## src/rtl/muldiv_unit.sv

```systemverilog
// muldiv_unit
// Sequential signed multiply / divide unit that sits beside the combinational
// ALU and feeds the Z register pair. An operation is launched with a
// one-cycle start, runs for a fixed 33 cycles, then issues a one-cycle done
// pulse. The results stay valid after the pulse.
//   Multiply: radix-2 Booth on a 33-bit A accumulator plus Q and q-1.
//   Divide:   restoring division on magnitudes, followed by sign correction.
//             The quotient truncates toward zero and the remainder takes the
//             dividend's sign.
//
// Ports
//   clock      in   rising-edge clock
//   clear      in   asynchronous active-high reset
//   start      in   launch request, sampled only in IDLE
//   op         in   0 = signed multiply, 1 = signed divide
//   operand_a  in   multiplicand / dividend
//   operand_b  in   multiplier / divisor
//   result_hi  out  product[2W-1:W] / remainder
//   result_lo  out  product[W-1:0]  / quotient
//   busy       out  high from the accept edge until done is issued
//   done       out  one-cycle completion pulse
//   div_zero   out  divide had a zero divisor (valid with done)
module muldiv_unit #(
   parameter int WIDTH = 32
) (
   input  logic             clock,
   input  logic             clear,
   input  logic             start,
   input  logic             op,
   input  logic [WIDTH-1:0] operand_a,
   input  logic [WIDTH-1:0] operand_b,
   output logic [WIDTH-1:0] result_hi,
   output logic [WIDTH-1:0] result_lo,
   output logic             busy,
   output logic             done,
   output logic             div_zero
);

   localparam int CNT_W = $clog2(WIDTH + 1);
   localparam logic [CNT_W-1:0] CNT_LOAD = CNT_W'(WIDTH);
   localparam logic [CNT_W-1:0] CNT_LAST = CNT_W'(1);

   typedef enum logic [1:0] {
      S_IDLE = 2'd0,
      S_RUN  = 2'd1,
      S_FIX  = 2'd2,
      S_DONE = 2'd3
   } state_t;

   state_t state_q, state_d;
   logic [CNT_W-1:0] cnt_q, cnt_d;

   // Output registers
   logic [WIDTH-1:0] result_hi_q, result_hi_d;
   logic [WIDTH-1:0] result_lo_q, result_lo_d;
   logic             busy_q, busy_d;
   logic             done_q, done_d;
   logic             div_zero_q, div_zero_d;

   // Datapath registers. acc_hi holds the Booth A (multiply) or the partial
   // remainder R (divide); acc_lo holds Q in both modes.
   logic signed [WIDTH:0]   acc_hi_q, acc_hi_d;
   logic        [WIDTH-1:0] acc_lo_q, acc_lo_d;
   logic                    qm1_q, qm1_d;
   logic        [WIDTH-1:0] mcand_q, mcand_d;
   logic        [WIDTH-1:0] a_q, a_d;
   logic                    op_q, op_d;
   logic                    neg_quo_q, neg_quo_d;
   logic                    neg_rem_q, neg_rem_d;
   logic                    dz_q, dz_d;

   // Magnitude of a two's-complement value. The most negative value maps to
   // 2^(W-1), which still fits as an unsigned W-bit number.
   function automatic logic [WIDTH-1:0] abs_mag(input logic signed [WIDTH-1:0] v);
      abs_mag = v[WIDTH-1] ? WIDTH'(-v) : v;
   endfunction

   // Conditional two's-complement negation; wraps for the overflow case.
   function automatic logic [WIDTH-1:0] cond_neg(input logic [WIDTH-1:0] v,
                                                 input logic            neg);
      cond_neg = neg ? WIDTH'(-v) : v;
   endfunction

   // ---- State register ----
   always_ff @(posedge clock or posedge clear) begin
      if (clear) begin
         state_q     <= S_IDLE;
         cnt_q       <= '0;
         result_hi_q <= '0;
         result_lo_q <= '0;
         busy_q      <= 1'b0;
         done_q      <= 1'b0;
         div_zero_q  <= 1'b0;
      end else begin
         state_q     <= state_d;
         cnt_q       <= cnt_d;
         result_hi_q <= result_hi_d;
         result_lo_q <= result_lo_d;
         busy_q      <= busy_d;
         done_q      <= done_d;
         div_zero_q  <= div_zero_d;
      end
   end

   // Datapath registers carry no reset; they are always loaded on accept.
   always_ff @(posedge clock) begin
      acc_hi_q  <= acc_hi_d;
      acc_lo_q  <= acc_lo_d;
      qm1_q     <= qm1_d;
      mcand_q   <= mcand_d;
      a_q       <= a_d;
      op_q      <= op_d;
      neg_quo_q <= neg_quo_d;
      neg_rem_q <= neg_rem_d;
      dz_q      <= dz_d;
   end

   // ---- Next-state logic ----
   always_comb begin
      state_d = state_q;
      cnt_d   = cnt_q;
      unique case (state_q)
         S_IDLE: begin
            if (start) begin
               state_d = S_RUN;
               cnt_d   = CNT_LOAD;
            end
         end
         S_RUN: begin
            cnt_d = cnt_q - CNT_LAST;
            if (cnt_q == CNT_LAST) state_d = S_FIX;
         end
         S_FIX:   state_d = S_DONE;
         S_DONE:  state_d = S_IDLE;
         default: state_d = S_IDLE;
      endcase
   end

   // ---- Datapath step ----
   always_comb begin
      logic signed [WIDTH:0] m_ext;
      logic signed [WIDTH:0] sum;
      logic        [WIDTH:0] r_sh;
      logic        [WIDTH:0] trial;

      acc_hi_d  = acc_hi_q;
      acc_lo_d  = acc_lo_q;
      qm1_d     = qm1_q;
      mcand_d   = mcand_q;
      a_d       = a_q;
      op_d      = op_q;
      neg_quo_d = neg_quo_q;
      neg_rem_d = neg_rem_q;
      dz_d      = dz_q;

      m_ext = {mcand_q[WIDTH-1], mcand_q};
      sum   = acc_hi_q;
      r_sh  = {acc_hi_q[WIDTH-1:0], acc_lo_q[WIDTH-1]};
      trial = r_sh - {1'b0, mcand_q};

      if (state_q == S_IDLE && start) begin
         op_d      = op;
         a_d       = operand_a;
         acc_hi_d  = '0;
         qm1_d     = 1'b0;
         neg_quo_d = operand_a[WIDTH-1] ^ operand_b[WIDTH-1];
         neg_rem_d = operand_a[WIDTH-1];
         dz_d      = op && (operand_b == '0);
         if (op) begin
            acc_lo_d = abs_mag(operand_a);
            mcand_d  = abs_mag(operand_b);
         end else begin
            acc_lo_d = operand_b;
            mcand_d  = operand_a;
         end
      end else if (state_q == S_RUN) begin
         if (!op_q) begin
            // Booth: 01 adds, 10 subtracts the multiplicand, then an
            // arithmetic shift right of {A, Q, q-1}.
            unique case ({acc_lo_q[0], qm1_q})
               2'b01:   sum = acc_hi_q + m_ext;
               2'b10:   sum = acc_hi_q - m_ext;
               default: sum = acc_hi_q;
            endcase
            acc_hi_d = {sum[WIDTH], sum[WIDTH:1]};
            acc_lo_d = {sum[0], acc_lo_q[WIDTH-1:1]};
            qm1_d    = acc_lo_q[0];
         end else begin
            // Restoring step: shift {R,Q} left and keep the trial difference
            // only if it did not go negative.
            if (!trial[WIDTH]) begin
               acc_hi_d = trial;
               acc_lo_d = {acc_lo_q[WIDTH-2:0], 1'b1};
            end else begin
               acc_hi_d = r_sh;
               acc_lo_d = {acc_lo_q[WIDTH-2:0], 1'b0};
            end
         end
      end
   end

   // ---- Output logic ----
   always_comb begin
      result_hi_d = result_hi_q;
      result_lo_d = result_lo_q;
      busy_d      = busy_q;
      done_d      = 1'b0;
      div_zero_d  = div_zero_q;

      unique case (state_q)
         S_IDLE: begin
            if (start) begin
               busy_d     = 1'b1;
               div_zero_d = 1'b0;
            end
         end
         S_FIX: begin
            busy_d     = 1'b0;
            done_d     = 1'b1;
            div_zero_d = dz_q;
            if (!op_q) begin
               result_hi_d = acc_hi_q[WIDTH-1:0];
               result_lo_d = acc_lo_q;
            end else if (dz_q) begin
               result_hi_d = a_q;
               result_lo_d = '1;
            end else begin
               result_hi_d = cond_neg(acc_hi_q[WIDTH-1:0], neg_rem_q);
               result_lo_d = cond_neg(acc_lo_q, neg_quo_q);
            end
         end
         default: ;
      endcase
   end

   assign result_hi = result_hi_q;
   assign result_lo = result_lo_q;
   assign busy      = busy_q;
   assign done      = done_q;
   assign div_zero  = div_zero_q;

endmodule

```

## config.mk

```make
export PLATFORM = sky130hd
export DESIGN_NAME = muldiv_unit
export DESIGN_NICKNAME = d
export VERILOG_FILES = /design/src/rtl/muldiv_unit.sv
export SDC_FILE = /design/constraint.sdc
export NUM_CORES = 1
export LEC_CHECK = 0
export CORE_ASPECT_RATIO = 1.4
export CORE_MARGIN = 5
export CORE_UTILIZATION = 45
export DETAILED_ROUTE_END_ITERATION = 10
export DONT_BUFFER_PORTS = 1
export PLACE_DENSITY_LB_ADDON = 0.05
export SYNTH_ARGS = -nofsm -noshare
export SYNTH_HDL_FRONTEND = slang
export SYNTH_SLANG_ARGS = --single-unit
```

## constraint.sdc

```tcl
create_clock -name clock -period 3.75 [get_ports clock]
set_input_delay 0.375 -clock clock [delete_from_list [all_inputs] [get_ports clock]]
set_output_delay 0.375 -clock clock [all_outputs]
set_load 0.03 [all_outputs]
```

; Word level (Yosys, flattened, before mapping)
; Cells that the tools add are included.
; W data, S select, Z words.
[op_classes]
bitwise_logic = 2
eq_ne = 8
muxes = 27
reduce_logical = 11
n_addsub = 8
[ops]
columns = cell, n
row1 = $mux W32, 13
row2 = $neg A32 Y32, 4
row3 = $mux W33, 2
row4 = $pmux W33 S2, 1
row5 = $sub A33 B32 Y33, 2
row6 = $add A33 B32 Y33, 1
row7 = $logic_not A32 Y1, 1
row8 = $pmux W6 S2, 1
row9 = $pmux W2 S4, 1
row10 = $reduce_and A2 Y1, 4
row11 = $eq A2 B2 Y1 const B, 3
row12 = $eq A6 B1 Y1 const B, 1
row13 = $mux W6, 1
row14 = $reduce_bool A2 Y1, 3
row15 = $sub A6 B1 Y6 const B, 1
row16 = $eq A2 B1 Y1 const B, 2
row17 = $mux W1, 4
row18 = $mux W2, 2
row19 = $ne A2 B2 Y1 const B, 2
row20 = $pmux W1 S2, 2
row21 = $logic_and A1 B1 Y1, 2
row22 = $logic_not A2 Y1, 1
row23 = $not A1 Y1, 1
row24 = $xor A1 B1 Y1, 1
[totals]
output_inout_bits = 67
input_bits = 68
wordCells = 72
regBits = 209

; Depth between registers and ports, before layout
; Gate-level depths: netlist of run 1.
[depth]
ltp_word = 5
mapped_depth = 20
mapped_depth_nobuf = 19

; Worst setup path before layout of run 1
; Ideal clock, no wire load.
[synth_timing]
path_kind = reg-to-reg
startpoint = reg mcand_q[1]
endpoint = reg acc_hi_q[30]
slack_ns = -0.287
period_less_slack_ns = 4.037
setup_time_ns = 0.228
path_stages_with_launch = 20
n_path_buf = 0
arrival_time_ns = 3.809
t_required_ns = 3.522
path_cell_list = edfxtp_1 > inv_1 > ha_1 > nor3b_1 > and2_1 > nor3b_1 > and3_1 > nor2_1 > xnor2_1 > ha_1 > a21o_1 > a21o_1 > a21oi_1 > o21ai_0 > a221oi_1 > o21ai_0 > a31oi_1 > xnor2_1 > a221oi_1 > nor2_1
[synth_via]
elab_chain_len = 3
word_cells_on_any_way = 6
classes_between = add/sub (3) / mux (3)
[synth_lines]
columns = element, line_no
row1 = "start, declared", 65  ; logic [WIDTH-1:0] mcand_q, mcand_d;
row2 = "start signal, assigned", 110  ; mcand_q <= mcand_d;
row3 = $sub A33 B32 Y33 (tied with other cells), 182  ; 2'b10: sum = acc_hi_q - m_ext;
row4 = $pmux W33 S2 / $mux W33 (equally long branches), "180, 191"
row5 = $mux W33 (*), 177  ; if (!op_q) begin
row6 = "end signal, assigned", 107  ; acc_hi_q <= acc_hi_d;
row7 = "end, declared", 62  ; logic signed [WIDTH:0] acc_hi_q, acc_hi_d;
; Every way passes the cells marked *; elsewhere a longest branch is shown, timed or not.
; A chain may end at the register's enable or synchronous reset.

; Worst setup path in the final report of run 1
[layout_timing]
startpoint = reg mcand_q[0]
endpoint = reg acc_hi_q[0]
; The elaborated chain is that of the path after synthesis.

==> results of run 1 <==
[synth_stat cells, types with 4 or more instances]
library cell | count | area, um2
sky130_fd_sc_hd__a211oi_1 | 27 | 203
sky130_fd_sc_hd__a21boi_0 | 13 | 97.6
sky130_fd_sc_hd__a21o_1 | 34 | 255
sky130_fd_sc_hd__a21oi_1 | 201 | 1010
sky130_fd_sc_hd__a221oi_1 | 5 | 43.8
sky130_fd_sc_hd__a22o_1 | 8 | 70.1
sky130_fd_sc_hd__a22oi_1 | 4 | 30.0
sky130_fd_sc_hd__a31oi_1 | 12 | 75.1
sky130_fd_sc_hd__a41oi_1 | 4 | 35.0
sky130_fd_sc_hd__and2_1 | 9 | 56.3
sky130_fd_sc_hd__and3_1 | 9 | 56.3
sky130_fd_sc_hd__buf_1 | 18 | 67.6
sky130_fd_sc_hd__clkbuf_1 | 84 | 315
sky130_fd_sc_hd__dfrtp_1 | 75 | 1880
sky130_fd_sc_hd__dfxtp_1 | 34 | 681
sky130_fd_sc_hd__edfxtp_1 | 99 | 2970
sky130_fd_sc_hd__ha_1 | 76 | 951
sky130_fd_sc_hd__inv_1 | 88 | 330
sky130_fd_sc_hd__mux2_2 | 31 | 349
sky130_fd_sc_hd__mux2i_1 | 56 | 561
sky130_fd_sc_hd__nand2_1 | 168 | 631
sky130_fd_sc_hd__nand2b_1 | 19 | 119
sky130_fd_sc_hd__nand3_1 | 20 | 100
sky130_fd_sc_hd__nand4_1 | 12 | 75.1
sky130_fd_sc_hd__nor2_1 | 172 | 646
sky130_fd_sc_hd__nor2b_1 | 13 | 81.3
sky130_fd_sc_hd__nor3_1 | 26 | 130
sky130_fd_sc_hd__nor3b_1 | 6 | 45.0
sky130_fd_sc_hd__nor4_1 | 17 | 106
sky130_fd_sc_hd__o2111ai_1 | 5 | 43.8
sky130_fd_sc_hd__o211ai_1 | 41 | 308
sky130_fd_sc_hd__o21a_1 | 8 | 60.1
sky130_fd_sc_hd__o21ai_0 | 163 | 816
sky130_fd_sc_hd__o21bai_1 | 7 | 52.6
sky130_fd_sc_hd__o221ai_1 | 4 | 35.0
sky130_fd_sc_hd__o22ai_1 | 13 | 81.3
sky130_fd_sc_hd__o31ai_1 | 42 | 315
sky130_fd_sc_hd__o41ai_1 | 19 | 166
sky130_fd_sc_hd__or2_2 | 5 | 31.3
sky130_fd_sc_hd__or3_1 | 23 | 144
sky130_fd_sc_hd__or4_1 | 9 | 67.6
sky130_fd_sc_hd__xnor2_1 | 80 | 701
sky130_fd_sc_hd__xor2_1 | 97 | 850
[metal layers]
| layer | share of wire | track usage |
|---|---|---|
| met5 | 0 | 0 |
| met4 | 0.040 | 0.0886 |
| met3 | 0.064 | 0.0503 |
| met2 | 0.48 | 0.445 |
| met1 | 0.41 | 0.330 |
[per-stage QoR]
stage / util / setup WS [ns] / hold slack, ns / total power, W / area (um2)
5_1_grt: 0.562 / -0.252 / 0.0378 / 0.0222 / 20000
6_report: 0.562 / -0.0916 / 0.0623 / 0.0206 / 20000
3_5_place_dp: 0.505 / -0.331 / 0.347 / 0.0165 / 18000
3_3_place_gp: 0.505 / -0.211 / 0.341 / 0.0164 / 18000
2_1_floorplan: - / -0.0243 / 0.436 / 0.0122 / 16100
4_1_cts: 0.544 / -0.0133 / 0.0323 / 0.0194 / 19400
[report_power, final]
group	switching (W)	leakage (nW)	total (W)	internal, W
clock	0.000979	0.373	0.00240	0.00142
combinational	0.00710	5.72	0.0133	0.00621
sequential	0.00146	2.07	0.00492	0.00346
[final cells by class]
cell class | count | area share
clock buffers | 32 | 0.0325
clock inverters | 9 | 0.00650
inverters | 88 | 0.0167
multi-input cells | 1502 | 0.522
flip-flops and latches | 208 | 0.276
well taps | 462 | 0.0289
repair buffers | 275 | 0.117
[final timing paths]
kind                            endpoint  slack [ns]  cells after the start
min reg2reg                        qm1_q        0.46                      2
max                          acc_hi_q[0]       -0.09                     18
max reg2reg                  acc_hi_q[0]       -0.09                     18
min in group asynchronous     state_q[1]        0.37                      2
min                                 dz_q        0.06                      1
max in group asynchronous  result_hi[21]        2.60                      3
[what timing repair did]
action,in CTS,in global routing
hold buffers,34,0
gates cloned,1,3
endpoints found under the setup margin,33,33
gates resized for setup,49,126
hold endpoints to repair,62,0
pin swaps,22,94
setup buffers,9,17
[kinds of logic (layout without fill, tap and decap cells)]
kind of cell	Yosys count	count (layout)	share of synthesized area
compound gates	634	634	0.244
xor+xnor	177	177	0.0962
fa+ha+maj	78	78	0.0615
buf+inv	193	404	0.0454
flops	208	208	0.343
mux	87	87	0.0565
simple gates	526	526	0.153
[sequential cells by signal, summed over array words and instances (netlist names)]
name and cells:
acc_hi_q 33, a_q 32, acc_lo_q 32, mcand_q 32
result_hi 32, result_lo 32, cnt_q 6, state_q 2
busy 1, div_zero 1, done 1, dz_q 1
neg_quo_q 1, op_q 1, qm1_q 1
==> run summary, run 1 <==
The final layout contains routed wiring with a total length of 53,900 um. Data on the critical path is required at its endpoint by 4.15 ns. Across the run, the number of max-cap violations was 0. A synthesized cell averages 8.47 um2. Setup total negative slack on the finished layout was measured at -0.158 ns. The logs give 3 for the maximum count of clock buffers along a single path and 0 for the synthesis warning total.

The multi-input combinational cells in the finished layout cover a total of 0.0105 mm2. The global-route wire length before repair is 81,800 um, and the number of buffers inserted by port buffering is 0. The total area inside the core boundary comes to 0.0356 mm2. After detailed routing, the average wire length per cell comes to 20.9 um. The worst setup path is captured at a register.

For this block, the initial DRC count from the detailed router was 859. Path type of the worst setup path: register to register. STA puts the critical path data arrival time at 4.24 ns. Clock tree synthesis found a total of 208 sinks. Routability-driven placement finished with a final weighted congestion of 0.893. The startpoint identified for the worst register-to-register timing path is mcand_q[0].

The library cells used most frequently in the layout, excluding fill and tap cells, are sky130_fd_sc_hd__buf_4 (220), sky130_fd_sc_hd__a21oi_1 (174), sky130_fd_sc_hd__nor2_1 (162), sky130_fd_sc_hd__nand2_1 (160), sky130_fd_sc_hd__o21ai_0 (133). Part of the Yosys area used for sequential elements: 0.343. The number of different library cells used by synthesis comes to 74. Subtracting the final worst setup slack from the clock period gives 3.84 ns. The clock slew at the register clock pins of the worst setup and hold paths is 0.06 ns. The half-perimeter wire length of the detailed placement result came out at 39,600 um. Worst max-slew margin expressed relative to the limit: 0.292. Number of H-tree branching levels: 1.

Across the routed clock network, the largest skew measured is 0.0139 ns. The critical path goes through ha_2 > fa_2 > nor2b_4 > o2111ai_2 > and3_4 > o21a_1 > o31ai_4 > o31ai_2 > o21ai_1 > a21o_1 > a21o_1 > ha_4 > buf_12 > buf_16 > o211ai_1 > o211ai_1 > o21ai_1 > nor2_1. The number of global-route vias before repair is 14,500, and the global route total overflow is 0. Final cell count without fillers: 2,576. For the cell leakage power, the log shows 8.17 nW. The die is 234 um tall. The die covers 0.0397 mm2. The ratio of final minimum period to clock period is 1.02.

For the number of antenna-violating nets in the routed design, the log shows 0. The number of cells in the design after placement is 2,474, and the number of standard-cell rows in the floorplan is 82. The tools report the starting density of the core as 0.453. The max-slew violation total from the final report is 0. The type of the worst min-delay path is input pin to register.

In the routed design, unresolved DRC markers number 0. The die is 170 um wide. The number of flops mapped to enable cells by yosys was 99; the final setup slack of the worst path was -0.0916 ns. The largest single stage delay on the critical path is 0.47 ns.

The number of failing setup endpoints in the final timing report came out at 8. The net count of the finished layout is 2,244. The post-synthesis async set-or-reset flop share is 0.361. The worst hold path begins at operand_b[31].

Counting every instance in the synthesized netlist gives 1,903. The leading register cell type out of synthesis is sky130_fd_sc_hd__edfxtp_1. The share of cells above drive strength 1 works out to 0.205. Setup repair after global routing could not meet its margin everywhere. TritonCTS built the clock tree. Counting flops and latches in the post-synthesis netlist gives 208. The cell with the largest stage delay on the worst path is sky130_fd_sc_hd__edfxtp_1. For this block, the via count after detailed routing is 14,900. The post-detailed-route via-to-cell ratio was 5.77. The number of buffers and inverters on the critical path came out at 2. The tools report the overall routing resource usage as 0.260. Across the VDD grid, the largest voltage drop is 0.000442 V. For this design the top-level I/O count stands at 135. Summing every instance area after synthesis gives 0.0161 mm2. The first-pass iteration count of the detailed router is 5. The count of antenna diodes in the layout came out at 0. Derived from the worst setup path, the maximum achievable clock frequency is 260 MHz.

The family with the most delay on the worst path is compound AO/OA/AOI/OAI gates. The final reports fail on negative setup slack. The clock insertion delay at the later pin of the skew report was 0.53 ns; the transition time of the tightest slew-check pin was 1.06 ns. The tools report the number of antenna violations at the first check in global routing as 0.

The net count after synthesis is 2,049. The highest net fanout along the worst path came out at 7. The area growth from synthesis to layout is 24.2%. Registers take 0.00553 mm2. The final number of hold-violating endpoints came out at 0. The tree is rooted in a sky130_fd_sc_hd__clkbuf_16.

The most common library cell in the layout ignoring fill and taps is sky130_fd_sc_hd__buf_4. The layout has 3,284 filler cells. The pin count of the biggest net entering global routing is 129.

The power density relative to cell area came out at 1030 mW/mm2. The number of clock buffers inserted by TritonCTS came out at 23. Kind of start point of the critical path: a register. The flow ran to the end, but the final reports show violations. The start point of the critical path was mcand_q[0].
No activity file was read; power rests on OpenSTA's default activity.
==> run 2, diff against run 1 <==
Clock period 3.75 ns to 3.4 ns, I/O delays scaled along.
==> run 2 against run 1 <==
- the run still ends with negative setup slack left
- cell area is 3.2% higher
- register-to-register slack worse by 0.39 ns
- clock skew is 0.0043 ns lower
- critical path depth is 1 lower
- sequential share of layout area is 0.86 points lower
- flip-flop and latch count stayed put
- via count is 2.2% higher
- largest power group unchanged
==> run summary, run 2 (synthesized netlist as in run 1, its figures left out) <==
Maximum single-stage delay on the critical path: 0.44 ns (-0.03 ns). For the clock net sink count, the log shows 208 (unchanged). The startpoint of the worst register-to-register path was mcand_q[0].

In this run the worst hold path is classified as input pin to register. The worst hold-check slack was 0.0315 ns (-0.0308 ns). The starting density of the core is 0.453 (unchanged), and the setup TNS after final layout is -12.13 ns (-11.97 ns). The worst reg2reg path depth works out to 17 (-1).

For the final weighted congestion in routability-driven placement, the log shows 0.920 (+3.0%). The run gives 0 (unchanged) as the number of antenna-violating nets in the routed design. The pin count of the biggest net entering global routing is 129 (unchanged). The share of cells above drive strength 1 came out at 0.231 (+0.0258). The global-route wire length before repair was 86,200 um (+5.4%). The setup slack of the most critical reg-to-reg path was -0.48 ns (-0.39 ns); the die area was 0.0397 mm2 (unchanged). The highest metal layer with signal wires is met4. The hold-critical path depth is 1 (unchanged).

Data required time of the worst path: 3.79 ns (-0.36 ns). The path type of the worst setup path is register to register. The number of vias in the routed layout is 15,200 (+2.2%), and the per-cell routed wire length is 21.2 um (+1.2%). Number of H-tree branching levels: 1 (unchanged). The maximum achievable frequency is 258 MHz (-1.1%), and the max-slew violation total from the final report is 0 (unchanged). The met2 wirelength from detailed routing is 26,900 um (+3.3%). The flow ran to the end, but the final reports show violations. The total of fill cells in the finished design came out at 3,261 (-0.70%). The final reports fail on negative setup slack. The post-detailed-route via-to-cell ratio was 5.74 (-0.41%); the global route total overflow was 0 (unchanged). The tools report the length of routed wiring on met1 as 23,800 um (+6.8%). The instance area at placement is 0.0185 mm2 (+2.7%). The maximum count of clock buffers along a single path was 3 (unchanged).

In this run the critical register-to-register path is captured at acc_hi_q[31]. CTS placed an instance of sky130_fd_sc_hd__clkbuf_16 at the clock tree root. The final critical path time including I/O delays and setup was 3.88 ns (+0.0415 ns); the final setup slack of the worst path was -0.483 ns (-0.391 ns). Compared with the post-synthesis result, the final layout area differs by 28.2%. The critical path goes through buf_6 > ha_4 > fa_2 > nor2b_4 > o2111ai_2 > and3_4 > o21a_4 > o31ai_4 > o31ai_2 > o21ai_1 > a21o_1 > a21o_1 > ha_4 > nand2_4 > nor2_1 > a222oi_1 > o211ai_1. The logs give 82 (unchanged) for the number of standard-cell rows in the floorplan and 3040 um (-12%) for the detailed-routed wire length on met3.

The number of buffers inserted by port buffering was 0 (unchanged). The worst setup skew after layout is 0.00960 ns (-0.00427 ns). The wire length reported by the detailed router is 56,000 um (+3.9%). TritonCTS built the clock tree. Cell leakage power: 8.57 nW (+5.0%). The number of global-route vias before repair is 15,100 (+4.2%). The utilization after layout was 0.580 (+0.0180); the total I/O pin count was 135 (unchanged). Count of max-cap constraint violations: 0 (unchanged). Setup repair after global routing could not meet its margin everywhere.

The most common library cell in the layout ignoring fill and taps was sky130_fd_sc_hd__buf_4. The power density relative to cell area was 1140 mW/mm2 (+10%); the x dimension of the die was 170 um (unchanged). The total DRC errors in the routed layout came out at 0 (unchanged). The highest net fanout along the worst path came out at 7 (unchanged). The tools report the worst min-delay path endpoint as neg_quo_q. The number of failing setup endpoints in the final timing report is 34 (+26), and the ratio of final minimum period to clock period is 1.14 (+0.118). The clock slew at the register clock pins of the worst setup and hold paths was 0.07 ns (about the same). The first-pass iteration count of the detailed router is 7 (+2), and the violation count after the first detailed-routing iteration is 880 (+2.4%).

The run gives 4.28 ns (+0.04 ns) as the endpoint arrival time on the critical path. More flip-flops sit in one register than any other, and that register is acc_hi_q. For the total area of multi-input combinational cells, the log shows 0.0105 mm2 (+0.79%). The startpoint identified for the worst hold timing path is operand_a[31]. The final design instance area without fill came out at 0.0206 mm2 (+3.2%).

The library cells used most frequently in the layout, excluding fill and tap cells, are sky130_fd_sc_hd__buf_4 (277), sky130_fd_sc_hd__a21oi_1 (175), sky130_fd_sc_hd__nor2_1 (165), sky130_fd_sc_hd__nand2_1 (160), sky130_fd_sc_hd__o21ai_0 (132). The core outline area is 0.0356 mm2 (unchanged), and the number of flip-flops under the largest register name is 33 (unchanged). The tools report the kind of start point of the critical path as a register.

The number of clock buffers inserted by TritonCTS was 23 (unchanged). Cell with the largest stage delay on the worst path: sky130_fd_sc_hd__a222oi_1. The tools report the worst max-slew margin expressed relative to the limit as 0.391 (+0.0990). The worst setup path is captured at a register. The post-layout net count came out at 2,311 (+3.0%).

The overall routing resource usage is 0.275 (+0.0144). The tools report the final number of hold-violating endpoints as 0 (unchanged). The clock insertion delay at the later pin of the skew report is 0.54 ns (about the same), and the worst-case vdd ir drop is 0.000560 V (+27%). The number of antenna violations at the first check in global routing was 1 (+1); the height of the chip was 234 um (unchanged). The transition time of the tightest slew-check pin is 0.907 ns (-0.154 ns). The half-perimeter wire length of the detailed placement result was 41,700 um (+5.4%); the area used by sequential logic in the layout was 0.00553 mm2 (unchanged).
==> run 2: what timing repair did <==
action | CTS | global route
endpoints found under the setup margin | 34 | 37
pin swaps | 56 | 63
hold buffers | 35 | 0
gates resized for setup | 77 | 83
setup buffers | 54 | 10
hold endpoints to repair | 66 | 0
gates cloned | 2 | 1
==> run 2: area by class of cell <==
cell class,count,area share
clock inverter,14,0.00770
tap,462,0.0280
timing repair buffer,342,0.138
multi-input combinational,1502,0.510
clock buffer,27,0.0317
sequential,208,0.268
antenna,1,0.000121
inverter,88,0.0163
==> run 2: layer usage <==
metal	global-route usage	vias to the layer above
met4	0.102	0
met3	0.0476	108
met1	0.351	7227
li1	-	7482
met2	0.466	364
met5	0	-
==> run 2: per-stage QoR <==
stage | setup WS, ns | cells | total power [W]
global route | -0.615 | 2644 | 0.0251
detailed placement | -0.698 | 2523 | 0.0188
global placement | -0.630 | 2523 | 0.0187
floorplan | -0.297 | 1903 | 0.0137
finish | -0.483 | 2644 | 0.0234
CTS | -0.482 | 2636 | 0.0227
==> run 2: worst max-delay path by stage <==
stage / cells after the start / slack, ns / start / end
6_report: 17 / -0.48 / mcand_q[0] / acc_hi_q[31]
3_5_place_dp: 18 / -0.70 / mcand_q[0] / acc_hi_q[31]
5_1_grt: 21 / -0.61 / mcand_q[1] / acc_hi_q[31]
2_1_floorplan: 19 / -0.30 / mcand_q[1] / acc_hi_q[30]
4_1_cts: 18 / -0.48 / mcand_q[0] / acc_hi_q[1]
3_3_place_gp: 18 / -0.63 / mcand_q[0] / acc_hi_q[31]
==> run 2: power breakdown <==
group	switching, W	total [W]	internal (W)
registers	0.00161	0.00542	0.00382
logic	0.00804	0.0153	0.00726
clock network	0.00111	0.00272	0.00161
==> run 2: worst max-delay path: cells and delay by family, from the launching register on <==
| kind | cells | cell delay (ns) |
|---|---|---|
| compound gates | 9 | 1.82 |
| fa+ha+maj | 3 | 0.79 |
| simple gates | 4 | 0.57 |
| flops | 1 | 0.41 |
| buf+inv | 1 | 0.16 |
==> run 3, diff against run 2 <==
==> constraint.sdc (replaced) <==
create_clock -name clock -period 3.4 [get_ports clock]
set_input_delay 0.51 -clock clock [delete_from_list [all_inputs] [get_ports clock]]
set_output_delay 0.51 -clock clock [all_outputs]
set_load 0.03 [all_outputs]
==> run 3 against run 2 <==
- critical path type unchanged
- count of clock-buffer cells in the layout grew 2
- via count is 2.0% lower
- largest power group unchanged
- critical path depth increased by 2
- utilization is 1.4 points lower
- highest routed layer unchanged
- the flow still finishes with violations (negative setup slack)
- cell area fell by 2.4%
==> run summary, run 3 (synthesized netlist as in run 1, its figures left out) <==
The tools report the number of global-route vias before repair as 14,900 (-1.5%). The tools report the startpoint of the worst register-to-register path as mcand_q[3]. The per-cell routed wire length is 20.5 um (-3.3%). The post-detailed-route via-to-cell ratio is 5.71 (-0.52%), and the power density relative to cell area is 1130 mW/mm2 (-0.15%).

The number of buffers and inverters on the critical path works out to 3 (+2). The number of antenna violations at the first check in global routing is 0 (-1), and the final weighted congestion in routability-driven placement is 0.898 (-2.5%). Number of flip-flops under the largest register name: 33 (unchanged). The critical path starts at mcand_q[3].

Worst setup skew after layout: 0.0152 ns (+0.00562 ns). The x dimension of the die came out at 170 um (unchanged). The worst max-slew margin expressed relative to the limit came out at 0.505 (+0.114).

The share of cells above drive strength 1 works out to 0.235 (+0.00420). The number of buffers inserted by port buffering is 0 (unchanged). Clock slew at the register clock pins of the worst setup and hold paths: 0.06 ns (about the same). The run gives 778 (-12%) as the violation count after the first detailed-routing iteration. The cell with the largest stage delay on the worst path was sky130_fd_sc_hd__edfxtp_1. The total I/O pin count is 135 (unchanged). The wire length reported by the detailed router is 53,300 um (-4.7%), and the worst hold-check slack is 0.0641 ns (+0.0326 ns). TritonCTS built the clock tree. The transition time of the tightest slew-check pin works out to 0.742 ns (-0.165 ns). The kind of cell with the highest combined delay along the critical path is compound AO/OA/AOI/OAI gates. The signal on the critical path passes through buf_4 > nor3b_4 > and2_4 > nor3b_4 > buf_6 > nor2_2 > xnor2_1 > ha_1 > a21oi_2 > o2111ai_2 > o21ai_1 > a21oi_2 > a21oi_2 > a21o_1 > buf_6 > o21ai_2 > xnor2_1 > o311ai_1 > o31ai_1.

The final reports fail on negative setup slack. STA classifies the critical path endpoint as a register. The maximum single-stage delay on the critical path was 0.48 ns (+0.04 ns).

The worst hold path begins at operand_a[27]. For the overall routing resource usage, the log shows 0.263 (-0.0116). The instance area at placement was 0.0185 mm2 (about the same).

The first-pass iteration count of the detailed router was 5 (-2); the highest net fanout along the worst path was 4 (-3). Counting flops per register, the top entry is acc_hi_q. Die area: 0.0397 mm2 (unchanged). The worst-case vdd ir drop was 0.000509 V (-9.1%); the height of the chip was 234 um (unchanged). The tools report the clock net sink count as 208 (unchanged). The flow ran to the end, but the final reports show violations.

The data required time of the worst path was 3.82 ns (+0.03 ns). Kind of start point of the critical path: a register. Count of max-cap constraint violations: 0 (unchanged). The tools report the max-slew violation total from the final report as 0 (unchanged).

Total DRC errors in the routed layout: 0 (unchanged). The type of the worst min-delay path was input pin to register. The critical path is of the register to register type.

The tools report the number of antenna-violating nets in the routed design as 0 (unchanged). The run gives 34 (unchanged) as the number of failing setup endpoints in the final timing report. The cell repeated most along the worst path was sky130_fd_sc_hd__a21oi_2. The clock insertion delay at the later pin of the skew report was 0.54 ns (about the same); the half-perimeter wire length of the detailed placement result was 40,500 um (-2.8%). For the worst slack at placement, the log shows -0.615 ns (+0.0824 ns).

The run gives 23 (unchanged) as the number of clock buffers inserted by TritonCTS. The final critical path time including I/O delays and setup is 3.76 ns (-0.124 ns). The number of standard-cell rows in the floorplan came out at 82 (unchanged). The number of H-tree branching levels is 1 (unchanged).

The global-route wire length before repair came out at 83,200 um (-3.5%). The count of antenna diodes in the layout was 0 (-1); the maximum achievable frequency was 266 MHz (+3.3%). The cell leakage power is 8.33 nW (-2.9%). The tree is rooted in a sky130_fd_sc_hd__clkbuf_16. The setup slack of the most critical reg-to-reg path is -0.36 ns (+0.12 ns). The global route total overflow was 0 (unchanged); the post-layout net count was 2,271 (-1.7%). In the layout the commonest cells are sky130_fd_sc_hd__buf_4 (277), sky130_fd_sc_hd__a21oi_1 (175), sky130_fd_sc_hd__nand2_1 (160), sky130_fd_sc_hd__nor2_1 (160), sky130_fd_sc_hd__o21ai_0 (134).

The pin count of the biggest net entering global routing is 129 (unchanged). The endpoint arrival time on the critical path came out at 4.18 ns (-0.10 ns). The ratio of final minimum period to clock period was 1.11 (-0.0364); the final design instance area without fill was 0.0201 mm2 (-2.4%). The most common library cell in the layout ignoring fill and taps was sky130_fd_sc_hd__buf_4.

For the final setup slack of the worst path, the log shows -0.359 ns (+0.124 ns). The starting density of the core is 0.453 (unchanged), and the core outline area is 0.0356 mm2 (unchanged). The area growth from synthesis to final layout is 25.0%. The maximum count of clock buffers along a single path is 3 (unchanged). The number of vias in the routed layout came out at 14,900 (-2.0%). Setup repair after global routing could not meet its margin everywhere. The final number of hold-violating endpoints is 0 (unchanged).
==> run 3: changes by cell type in the layout (fill, tap and decap cells not counted), sizes merged <==
cell | previous run | this run
buf | 306 | 300
dlygate4sd3 | 35 | 1
clkinv | 8 | 7
inv | 91 | 89
clkinvlp | 0 | 2
diode | 1 | 0
clkbuf | 28 | 30
==> run 3: through the flow <==
stage          utilization  std cells  power (W)  TNS [ns]
6_report             0.566       2604     0.0228     -9.32
5_1_grt              0.566       2604     0.0245    -15.44
4_1_cts              0.554       2589     0.0220    -13.82
3_5_place_dp         0.519       2522     0.0185    -16.67
3_3_place_gp         0.519       2522     0.0184    -13.47
2_1_floorplan            -       1903     0.0137     -1.82
==> run 3: area by class of cell <==
type                            instances  area [um2]
Multi-Input combinational cell       1502       10500
Clock inverter                         13         153
Fill cell                            3282       15500
Timing Repair Buffer                  302        2440
Clock buffer                           29         608
Inverter                               88         334
Tap cell                              462         578
Sequential cell                       208        5530
==> run 3: path summary, 6_finish.rpt <==
kind                                  to  depth (start not counted)
max                         acc_hi_q[29]                         19
min                              a_q[27]                          0
max reg2reg                 acc_hi_q[29]                         19
max in group asynchronous   result_hi[3]                          3
min in group asynchronous  result_hi[30]                          2
min reg2reg                        qm1_q                          2
==> run 3: what timing repair did <==
item                                    in CTS  in global routing
gates cloned                                 0                  1
hold endpoints to repair                    28                  0
endpoints found under the setup margin      34                 36
gates resized for setup                     78                 73
pin swaps                                   73                 56
hold buffers                                 1                  0
buffers inserted                            24                 14
==> run 3: routing by layer <==
metal	vias up	part of all wire	global-route usage
li1	7392	-	-
met4	0	0.036	0.0934
met5	-	0	0
met3	93	0.050	0.0450
met1	7047	0.43	0.336
met2	342	0.49	0.448
==> run 3: power breakdown <==
| group | switching [W] | total (W) | leakage (nW) | internal [W] |
|---|---|---|---|---|
| clock network | 0.00108 | 0.00258 | 0.372 | 0.00150 |
| registers | 0.00161 | 0.00543 | 2.07 | 0.00382 |
| logic | 0.00781 | 0.0148 | 5.88 | 0.00702 |
